## config.mk

```make
export PLATFORM = sky130hd
export DESIGN_NAME = fetch_queue
export DESIGN_NICKNAME = d
export VERILOG_FILES = /design/src/rtl/fetch_queue.sv
export SDC_FILE = /design/constraint.sdc
export NUM_CORES = 1
export LEC_CHECK = 0
export CAP_MARGIN = 15
export CORE_AREA = 4 4 152 154
export CTS_CLUSTER_SIZE = 8
export DETAILED_ROUTE_END_ITERATION = 8
export DIE_AREA = 0 0 156 158
export MAX_ROUTING_LAYER = met4
export SYNTH_ARGS = -nofsm -noshare
export SYNTH_HDL_FRONTEND = slang
export SYNTH_SLANG_ARGS = --single-unit
```

## constraint.sdc

```tcl
create_clock -name i_clk -period 18 [get_ports i_clk]
set_clock_uncertainty 0.05 [all_clocks]
set_input_delay 3.6 -clock i_clk [delete_from_list [all_inputs] [get_ports i_clk]]
set_output_delay 3.6 -clock i_clk [all_outputs]
set_load 0.01 [all_outputs]
```

## src/rtl/fetch_queue.sv

```systemverilog
`default_nettype none
// ============================================================================
// fetch_queue : PC owner, 1-cycle imem read issue and FIFO toward decode.
// Optional feature macro: FETCH_MISALIGN_TRAP_EN.          Rev 1.0
// ============================================================================
module fetch_queue #(
  parameter logic [31:0] RESET_ADDR = 32'h0000_0000,
  parameter int unsigned DEPTH      = 2
) (
  input  logic        i_clk,
  input  logic        i_rst,
  output logic        o_imem_ren,
  output logic [31:0] o_imem_raddr,
  input  logic [31:0] i_imem_rdata,
  input  logic        i_redirect,
  input  logic [31:0] i_redirect_pc,
  output logic        o_inst_valid,
  output logic [31:0] o_inst,
  output logic [31:0] o_inst_pc,
  input  logic        i_inst_ready
`ifdef FETCH_MISALIGN_TRAP_EN
  ,
  output logic        o_misaligned
`endif
);

  localparam int PW = (DEPTH > 1) ? $clog2(DEPTH) : 1;
  localparam int CW = $clog2(DEPTH + 1) + 1;
  localparam logic [PW-1:0] LAST_PTR = PW'(DEPTH - 1);

  logic [31:0]   pc_q, pc_d;
  logic          inflight_q, inflight_d;
  logic [31:0]   inflight_pc_q, inflight_pc_d;
  logic [CW-1:0] count_q, count_d;
  logic [PW-1:0] rd_ptr_q, rd_ptr_d;
  logic [PW-1:0] wr_ptr_q, wr_ptr_d;
  logic [31:0]   inst_mem_q [DEPTH];
  logic [31:0]   pc_mem_q   [DEPTH];

  logic          w_halt;
  logic          w_pop;
  logic          w_enq;
  logic          w_issue;
  logic [CW-1:0] w_occupancy;

  function automatic logic [PW-1:0] ptr_inc(input logic [PW-1:0] p);
    return (p == LAST_PTR) ? '0 : p + PW'(1);
  endfunction

`ifdef FETCH_MISALIGN_TRAP_EN
  logic halted_q, halted_d;

  assign w_halt       = halted_q;
  assign o_misaligned = halted_q;
  assign halted_d     = i_redirect ? (i_redirect_pc[1:0] != 2'b00) : halted_q;

  always_ff @(posedge i_clk or posedge i_rst) begin
    if (i_rst) halted_q <= 1'b0;
    else       halted_q <= halted_d;
  end
`else
  assign w_halt = 1'b0;
`endif

  always_comb begin
    o_inst_valid = (count_q != '0) & ~i_redirect & ~w_halt;
    w_pop        = o_inst_valid & i_inst_ready;
    // Slots already committed: buffered words plus the response still on its way.
    w_occupancy  = count_q + CW'(inflight_q) - CW'(w_pop);
    w_issue      = ~i_rst & ~i_redirect & ~w_halt & (w_occupancy < CW'(DEPTH));
    w_enq        = inflight_q & ~i_redirect;

    pc_d          = pc_q;
    inflight_d    = w_issue;
    inflight_pc_d = w_issue ? pc_q : inflight_pc_q;
    count_d       = count_q;
    rd_ptr_d      = rd_ptr_q;
    wr_ptr_d      = wr_ptr_q;

    if (i_redirect) begin
      pc_d     = i_redirect_pc & 32'hFFFF_FFFC;
      count_d  = '0;
      rd_ptr_d = '0;
      wr_ptr_d = '0;
    end else begin
      if (w_issue) pc_d = pc_q + 32'd4;
      if (w_enq)   wr_ptr_d = ptr_inc(wr_ptr_q);
      if (w_pop)   rd_ptr_d = ptr_inc(rd_ptr_q);
      count_d = count_q + CW'(w_enq) - CW'(w_pop);
    end
  end

  always_ff @(posedge i_clk or posedge i_rst) begin
    if (i_rst) begin
      pc_q          <= RESET_ADDR;
      inflight_q    <= 1'b0;
      inflight_pc_q <= '0;
      count_q       <= '0;
      rd_ptr_q      <= '0;
      wr_ptr_q      <= '0;
    end else begin
      pc_q          <= pc_d;
      inflight_q    <= inflight_d;
      inflight_pc_q <= inflight_pc_d;
      count_q       <= count_d;
      rd_ptr_q      <= rd_ptr_d;
      wr_ptr_q      <= wr_ptr_d;
    end
  end

  always_ff @(posedge i_clk or posedge i_rst) begin
    if (i_rst) begin
      for (int unsigned i = 0; i < DEPTH; i++) begin
        inst_mem_q[i] <= '0;
        pc_mem_q[i]   <= '0;
      end
    end else if (w_enq) begin
      inst_mem_q[wr_ptr_q] <= i_imem_rdata;
      pc_mem_q[wr_ptr_q]   <= inflight_pc_q;
    end
  end

  assign o_imem_ren   = w_issue;
  assign o_imem_raddr = pc_q;
  assign o_inst       = inst_mem_q[rd_ptr_q];
  assign o_inst_pc    = pc_mem_q[rd_ptr_q];

endmodule
`default_nettype wire

```

# Word-level counts from Yosys, hierarchy flattened
# Cells that the tools add are included.
# totals
reg_bits	198
inputBits	68
word_cells	54
# op_classes
addsub	7
magnitude_cmp	4
mux	19
bitwise_logic	9
reduce_logical	5
# op_table
op	count
two-way mux 32 bit	9
bitwise mux 64 bit	2
adder 32 x 3 -> 32 bit (second input constant)	1
demux 32 bit (select 1 bit)	1
adder 3 x 1 -> 3 bit	2
two-way mux 1 bit	6
nonzero test 2 bit	3
subtractor 3 x 1 -> 3 bit	2
bitwise AND 1 bit	5
>= comparator 2 bit (second input constant)	2
inverter 1 -> 2 bit	2
less-than comparator 3 x 2 -> 1 bit (second input constant)	1
two-way mux 3 bit	1
nonzero test 3 bit	1
adder 1 bit (second input constant)	2
less-than comparator 2 x 1 -> 1 bit (second input constant)	1
inverter 1 bit	2
logical AND 1 bit	1

# Depth between registers and ports, before layout
# Gate-level depths: netlist of run 1.
# depth
ltp_word	8
mapped_depth	13
depth_no_buf	12

# Least setup slack after synthesis of run 1
# No wires, ideal clock.
# synth_path
path_kind	input -> output
start	input port i_redirect
end	output port o_imem_ren
arrival_time_ns	6.216
t_required_ns	14.350
slack_ns	8.134
path_stages	11
n_path_buf	3
path_cell_list	clkbuf_1 nor2_1 and2_1 ha_1 nand2b_1 fa_1 xor3_1 or3_4 inv_1 clkbuf_1 clkbuf_1
# synth_via
elab_chain_cells	6
elab_cells_between_ends	7
cone_classes	1 x add/sub; 1 x order compare; 5 x bitwise
# synth_lines
element	line_no	text
from (decl)	15	input logic i_redirect,
inverter 1 bit	66	o_inst_valid = (count_q != '0) & ~i_redirect & ~w_halt;
bitwise AND 1 bit	66	
via o_inst_valid	17	output logic o_inst_valid,
bitwise AND 1 bit	67	w_pop = o_inst_valid & i_inst_ready;
subtractor 3 x 1 -> 3 bit	69	w_occupancy = count_q + CW'(inflight_q) - CW'(w_pop);
less-than comparator 3 x 2 -> 1 bit	70	w_issue = ~i_rst & ~i_redirect & ~w_halt & (w_occupancy < CW'(DEPTH));
bitwise AND 1 bit	70	
to (decl)	12	output logic o_imem_ren,
# The timed path passes the listed nets, and every way through them passes these cells.

# Worst setup path after layout of run 1
# layout_path
start	input port i_redirect
end	output port o_imem_ren
# layout_via
elab_chain_cells	6
elab_cells_between_ends	7
cone_classes	1 x add/sub; 1 x order compare; 5 x bitwise
# layout_lines
element	line_no
inverter 1 bit (*)	66, 70
bitwise AND 1 bit	66
bitwise AND 1 bit	67
subtractor 3 x 1 -> 3 bit	69
less-than comparator 3 x 2 -> 1 bit	70
bitwise AND 1 bit (*)	70
# Every way passes the cells marked *; elsewhere a longest branch is shown, timed or not.

==> results of run 1 <==
[cells in the mapped netlist (2+ instances only)]
| cell type | count |
|---|---|
| nand2_1 | 119 |
| o21ai_0 | 13 |
| nor2b_1 | 2 |
| nand2b_1 | 3 |
| o311ai_0 | 22 |
| mux2i_1 | 3 |
| nor2_1 | 12 |
| and3_1 | 7 |
| or4_1 | 3 |
| mux2_2 | 186 |
| nand3_1 | 15 |
| nor4_1 | 6 |
| o211ai_1 | 3 |
| inv_1 | 9 |
| a21oi_1 | 3 |
| a221o_1 | 8 |
| nand4_1 | 12 |
| xnor2_1 | 4 |
| clkbuf_1 | 38 |
| nor3_1 | 2 |
| fa_1 | 2 |
| buf_4 | 4 |
| ha_1 | 4 |
| and4_1 | 6 |
| a22oi_1 | 4 |
| dfrtp_1 | 190 |
[cells by family (layout without fill, tap and decap cells)]
kind of cell / count (synthesis) / count (layout)
flip-flops: 190 / 190
adder cells (fa/ha/maj): 6 / 6
AO/OA/AOI/OAI: 59 / 59
multiplexers: 189 / 189
XOR/XNOR: 6 / 6
buffers and inverters: 53 / 207
AND/OR/NAND/NOR: 195 / 195
other: 1 / 4
[worst max-delay path by stage]
stage	from	endpoint	slack, ps	cells after the start
2_1_floorplan	i_redirect	o_imem_ren	8130	11
3_3_place_gp	i_redirect	o_imem_ren	6990	11
3_5_place_dp	i_redirect	o_imem_ren	6970	11
4_1_cts	i_redirect	o_imem_ren	6960	11
5_1_grt	i_redirect	o_imem_ren	6720	11
6_report	i_redirect	o_imem_ren	6930	11
[registers in the layout, indices dropped and copies added (netlist names)]
name and cells:
count_q 3, inflight_pc_q 30, inflight_q 1, inst_mem_q 64, o_imem_raddr 30, pc_mem_q 60, rd_ptr_q 1, wr_ptr_q 1
[per-layer routing]
layer	vias up	global-route usage, %	wire, um
met3	14	4.24	1160
met2	191	29.2	10300
met4	0	4.21	224
li1	2801	-	-
met1	3100	24.4	9780
met5	-	-	0
[layout make-up]
class | instances | area (um2)
clock buffers | 18 | 439
clock inverters | 14 | 149
fillers | 1915 | 10600
inverters | 10 | 45.0
multi-input cells | 459 | 3680
flip-flops and latches | 190 | 4760
well taps | 280 | 350
repair buffers | 165 | 1660
[worst reg2reg max path: cells and delay by family (launching register included)]
kind	cells	cell delay, ps
and+or+nand+nor	7	2110
adders and majority gates	2	640
DFF	1	460
buffers and inverters	2	460
xor gates and xnor gates	1	440
AOI/OAI and AO/OA	1	210
[through the flow]
stage	std cells	power, W	util [%]
4_1_cts	1135	0.00182	50.9
6_report	1136	0.00180	51.1
2_1_floorplan	702	0.00111	-
5_1_grt	1136	0.00192	51.1
3_3_place_gp	1103	0.00141	48.2
3_5_place_dp	1103	0.00144	48.2
[power by group]
part | switching, W | internal (W) | total (W)
clock | 0.000174 | 0.000200 | 0.000374
combinational | 0.000292 | 0.000415 | 0.000707
sequential | 0.000121 | 0.000597 | 0.000718
total | 0.000587 | 0.00121 | 0.00180
==> reports/results.ini, run 1 <==
[status]
status = finished clean

[placed_design]
gp_congestion = 0.809
placement.cell_area_mm2 = 0.0105
portBuffers = 159
dp_hpwl_mm = 14.1
pre_cts_ws_ps = 6970

[drt]
vias = 6106
drt-initial-drc-count = 364
ant_nets = 0
wl_mm = 21.4
firstDrtPassIters = 5
drc_errors = 0
vias_per_cell = 5.38
wl_per_cell_um = 18.9

[sta]
fin_crit_ps = 11070
fin_crit_sh_pct = 61.5
finalSetupViolCount = 0
setup-tns-final_ps = 0
setup_ws_ps = 6930
fin_hold_ws_ps = 446
grt_setup_unrepaired = false
hold_violations = 0
slew_viol_final = 0
worstMarginPinSlew_ps = 1020
relSlewSlack_pct = 31.8
fmax_mhz = 90.3

[setup_path]
r2r_setup_slack_ps = 13560
reg2reg_depth = 13
r2r_start = count_q[1]$_DFF_PP0_
cp-start-kind = input port
cp.required_ps = 14350
critical_path_class = in -> out
cp-end-kind = primary output
critPathTopFamily = buffers and inverters
timing.rr.end = o_imem_raddr[27]$_DFFE_PP0P_
slowest_delay_ps = 720
critical_path.max_fanout = 67
path_cells = clkdlybuf4s50_1, buf_4, nor2_1, and2_1, ha_1, nand2b_1, fa_1, nand2b_1, or3_4, inv_1, clkdlybuf4s50_1
cp.arrival_ps = 7420
path_buf_inv = 4
cp_slowest_cell = or3_4

[floorplan]
row_count = 54
ioPinCount = 166
dieArea_mm2 = 0.0246
die_w_um = 156
coreArea_mm2 = 0.0217
die_h_um = 158
floorplan.initialDensity_pct = 39.7

[synthesis]
synthFlopType = dfrtp_1
ys_async_sr_fraction_pct = 100
yosys.area_share.xor_xnor_pct = 0.784
synth_top_family_by_area = multiplexers
synth_top_area_share_pct = 55.2
yosys.area_share.adder_pct = 1.05
ys_top_cells_by_area = dfrtp_1 (55%), mux2_2 (24%), nand2_1 (5.2%)
avgSynthCellArea_um2 = 12.3
ys_seq_elements = 190
synth_compound_area_share_pct = 5.26
synth.largest_area_cell = dfrtp_1
yosysSeqAreaShare_pct = 55.2
syn_inst = 699
synthMuxAreaShare_pct = 24.7
synth_edf_count = 0
netlist_area_mm2 = 0.00861
synth_simple_gate_area_share_pct = 10.5
synth_warnings = 0
ys_types = 45

[global_routing]
grt_overflow_total = 0
grt_usage_pct = 18.4
grt_pass1_vias = 6623
grt_max_degree = 108
antenna_found_initial = 0
grt_pass1_wl_mm = 35.4

[clocking]
clockBufferDepth = 2
cts_sinks = 190
cts_resized = 0
clk_pin_slew_ps = 70
root_buffer = clkbuf_16
clk_latency_ps = 420
cts_tree = built
cts-htree-levels = 4
cts_buffers = 17
post_cts_buffers = 0
ctsHoldBuffers = 0

[hold_path]
holdPathStages = 2
whs_endpoint = inflight_pc_q[20]$_DFFE_PP0P_
holdCritStartpoint = inflight_pc_q[20]$_DFFE_PP0P_
min_path_type = reg -> reg

[power_and_ir_drop]
powerDensity_mw_per_mm2 = 163
p_leak_nw = 4.87
ir_worst_vdd_mv = 0.0836

[cells_and_area]
area_growth_syn_to_layout_pct = 28.5
mostFrequentLayoutCells = dfrtp_1 (189), mux2_2 (186), clkdlybuf4s50_1 (159)
layout.nets = 917
n_antenna_cell = 0
stdcell_area_mm2 = 0.0111
final_common_cell = dfrtp_1
drive_above_1_share_pct = 27.1

[job]
max_cap_violations = 0

(Power assumes the default switching activity.)
==> inputs of run 2 (changes only) <==
==> constraint.sdc (replaced) <==
create_clock -name i_clk -period 11.5 [get_ports i_clk]
set_clock_uncertainty 0.05 [all_clocks]
set_input_delay 2.3 -clock i_clk [delete_from_list [all_inputs] [get_ports i_clk]]
set_output_delay 2.3 -clock i_clk [all_outputs]
set_load 0.01 [all_outputs]
==> reports/results.ini, run 2 (synthesis gave the netlist of run 1 again) <==
[status]
status = finished clean

[setup_path]
cp.arrival_ps = 6150
reg2reg_depth = 13
critical_path_class = in -> out
cp.required_ps = 9150
critical_path.max_fanout = 67
cp-end-kind = primary output
r2r_start = count_q[1]$_DFF_PP0_
cp-start-kind = input port
r2r_setup_slack_ps = 7000
timing.rr.end = o_imem_raddr[29]$_DFFE_PP0P_

[power_and_ir_drop]
p_leak_nw = 4.88
p_sw_share_pct = 31.7
p_seq_share_pct = 39.6
clockPowerShare_pct = 21.5
p_sw_w = 0.000902
powerDensity_mw_per_mm2 = 256
ir_worst_vdd_mv = 0.121
p_int_w = 0.00194
p_comb_share_pct = 38.9

[global_routing]
antenna_found_initial = 0
grt_pass1_wl_mm = 34.6
grt_pass1_vias = 6543
grt_overflow_total = 0
grt_max_degree = 103
grt_usage_pct = 18.2

[floorplan]
ioPinCount = 166
coreArea_mm2 = 0.0217
row_count = 54
dieArea_mm2 = 0.0246
floorplan.initialDensity_pct = 39.7
die_w_um = 156
die_h_um = 158

[job]
max_cap_violations = 0

[cells_and_area]
area_growth_syn_to_layout_pct = 28.9
regMostFlops = inst_mem_q
top_regs = inst_mem_q: 64 flops, pc_mem_q: 60 flops
layout.nets = 917
largest_register_ffs = 64
mostFrequentLayoutCells = dfrtp_1 (189), mux2_2 (186), clkdlybuf4s50_1 (159)
drive_above_1_share_pct = 26.9
fillers = 1872
final_common_cell = dfrtp_1
n_antenna_cell = 0

[sta]
relSlewSlack_pct = 29.7
setup-tns-final_ps = 0
slew_viol_final = 0
fin_crit_ps = 8500
fmax_mhz = 118
grt_setup_unrepaired = false
fin_hold_ws_ps = 449
fin_crit_sh_pct = 73.9
finalSetupViolCount = 0
worstMarginPinSlew_ps = 1060
hold_violations = 0

[clocking]
cts-htree-levels = 4
post_cts_buffers = 0
clk_pin_slew_ps = 70
clockBufferDepth = 2
clk_latency_ps = 420
ctsHoldBuffers = 0
cts_sinks = 190
root_buffer = clkbuf_16
cts_buffers = 17
cts_resized = 0
cts_tree = built

[placed_design]
gp_congestion = 0.806
dp_hpwl_mm = 14.1
portBuffers = 159

[drt]
drt-initial-drc-count = 265
vias = 6052
ant_nets = 0
vias_per_cell = 5.33
drc_errors = 0
firstDrtPassIters = 4
wl_per_cell_um = 18.9
wl_mm = 21.5

[hold_path]
whs_endpoint = inflight_pc_q[26]$_DFFE_PP0P_
min_path_type = reg -> reg
holdPathStages = 2
holdCritStartpoint = inflight_pc_q[26]$_DFFE_PP0P_

-- run 2: changes by cell type in the layout (fill, tap and decap cells not counted) --
cell       change
inv_6          -2
clkinv_4       -2
clkinv_2       +1
inv_8          -2
clkbuf_8       +1
clkbuf_1       +2
bufinv_16      +2
-- run 2: cell type report --
| type | instances | area, um2 | area share, % |
|---|---|---|---|
| sequential | 190 | 4760 | 42.8 |
| multi-input combinational | 459 | 3680 | 33.1 |
| timing repair buffer | 165 | 1660 | 14.9 |
| clock buffer | 21 | 460 | 4.15 |
| tap | 280 | 350 | 3.16 |
| clock inverter | 11 | 156 | 1.41 |
| inverter | 10 | 45.0 | 0.406 |
-- run 2: power by group through the flow --
stage	sequential (W)	combinational [W]	clock (W)
2_1_floorplan	0.00107	0.000663	0
3_3_place_gp	0.00112	0.00109	0
3_5_place_dp	0.00114	0.00111	0
4_1_cts	0.00113	0.00112	0.000630
5_1_grt	0.00117	0.00120	0.000657
6_report	0.00113	0.00111	0.000613
-- run 2: per-layer routing --
| metal | GRT usage [%] | share of wire, % |
|---|---|---|
| met2 | 28.6 | 48 |
| met5 | - | 0 |
| met3 | 4.78 | 6.4 |
| met4 | 4.04 | 0.71 |
| met1 | 24.0 | 45 |
-- run 2: how the worst max path moves through the flow --
stage	from	end	slack, ps	depth (start not counted)
floorplan	i_rst	count_q[0]$_DFF_PP0_	3980	1
global placement	i_redirect	o_imem_ren	3110	11
detailed placement	i_redirect	o_imem_ren	3030	11
CTS	i_redirect	o_imem_ren	2990	11
global route	i_redirect	o_imem_ren	2770	11
finish	i_redirect	o_imem_ren	3000	11
-- run 2: through the flow --
step	worst slack [ps]	power [W]	std cells	util (%)	cell area (um2)
after floorplan	3980	0.00173	702	-	8620
after global placement	3110	0.00221	1103	48.2	10500
after detailed placement	3030	0.00225	1103	48.2	10500
after CTS	2990	0.00288	1135	51.1	11100
after global routing	2770	0.00302	1136	51.2	11100
final	3000	0.00284	1136	51.2	11100
-- run 2: worst max-delay path, stage by stage --
cell	delay, ps
clkdlybuf4s50_1	460
buf_4	370
nor2_1	110
and2_1	220
ha_1	270
nand2b_1	160
fa_1	400
xor3_1	370
or3_4	720
inv_1	160
clkdlybuf4s50_1	560
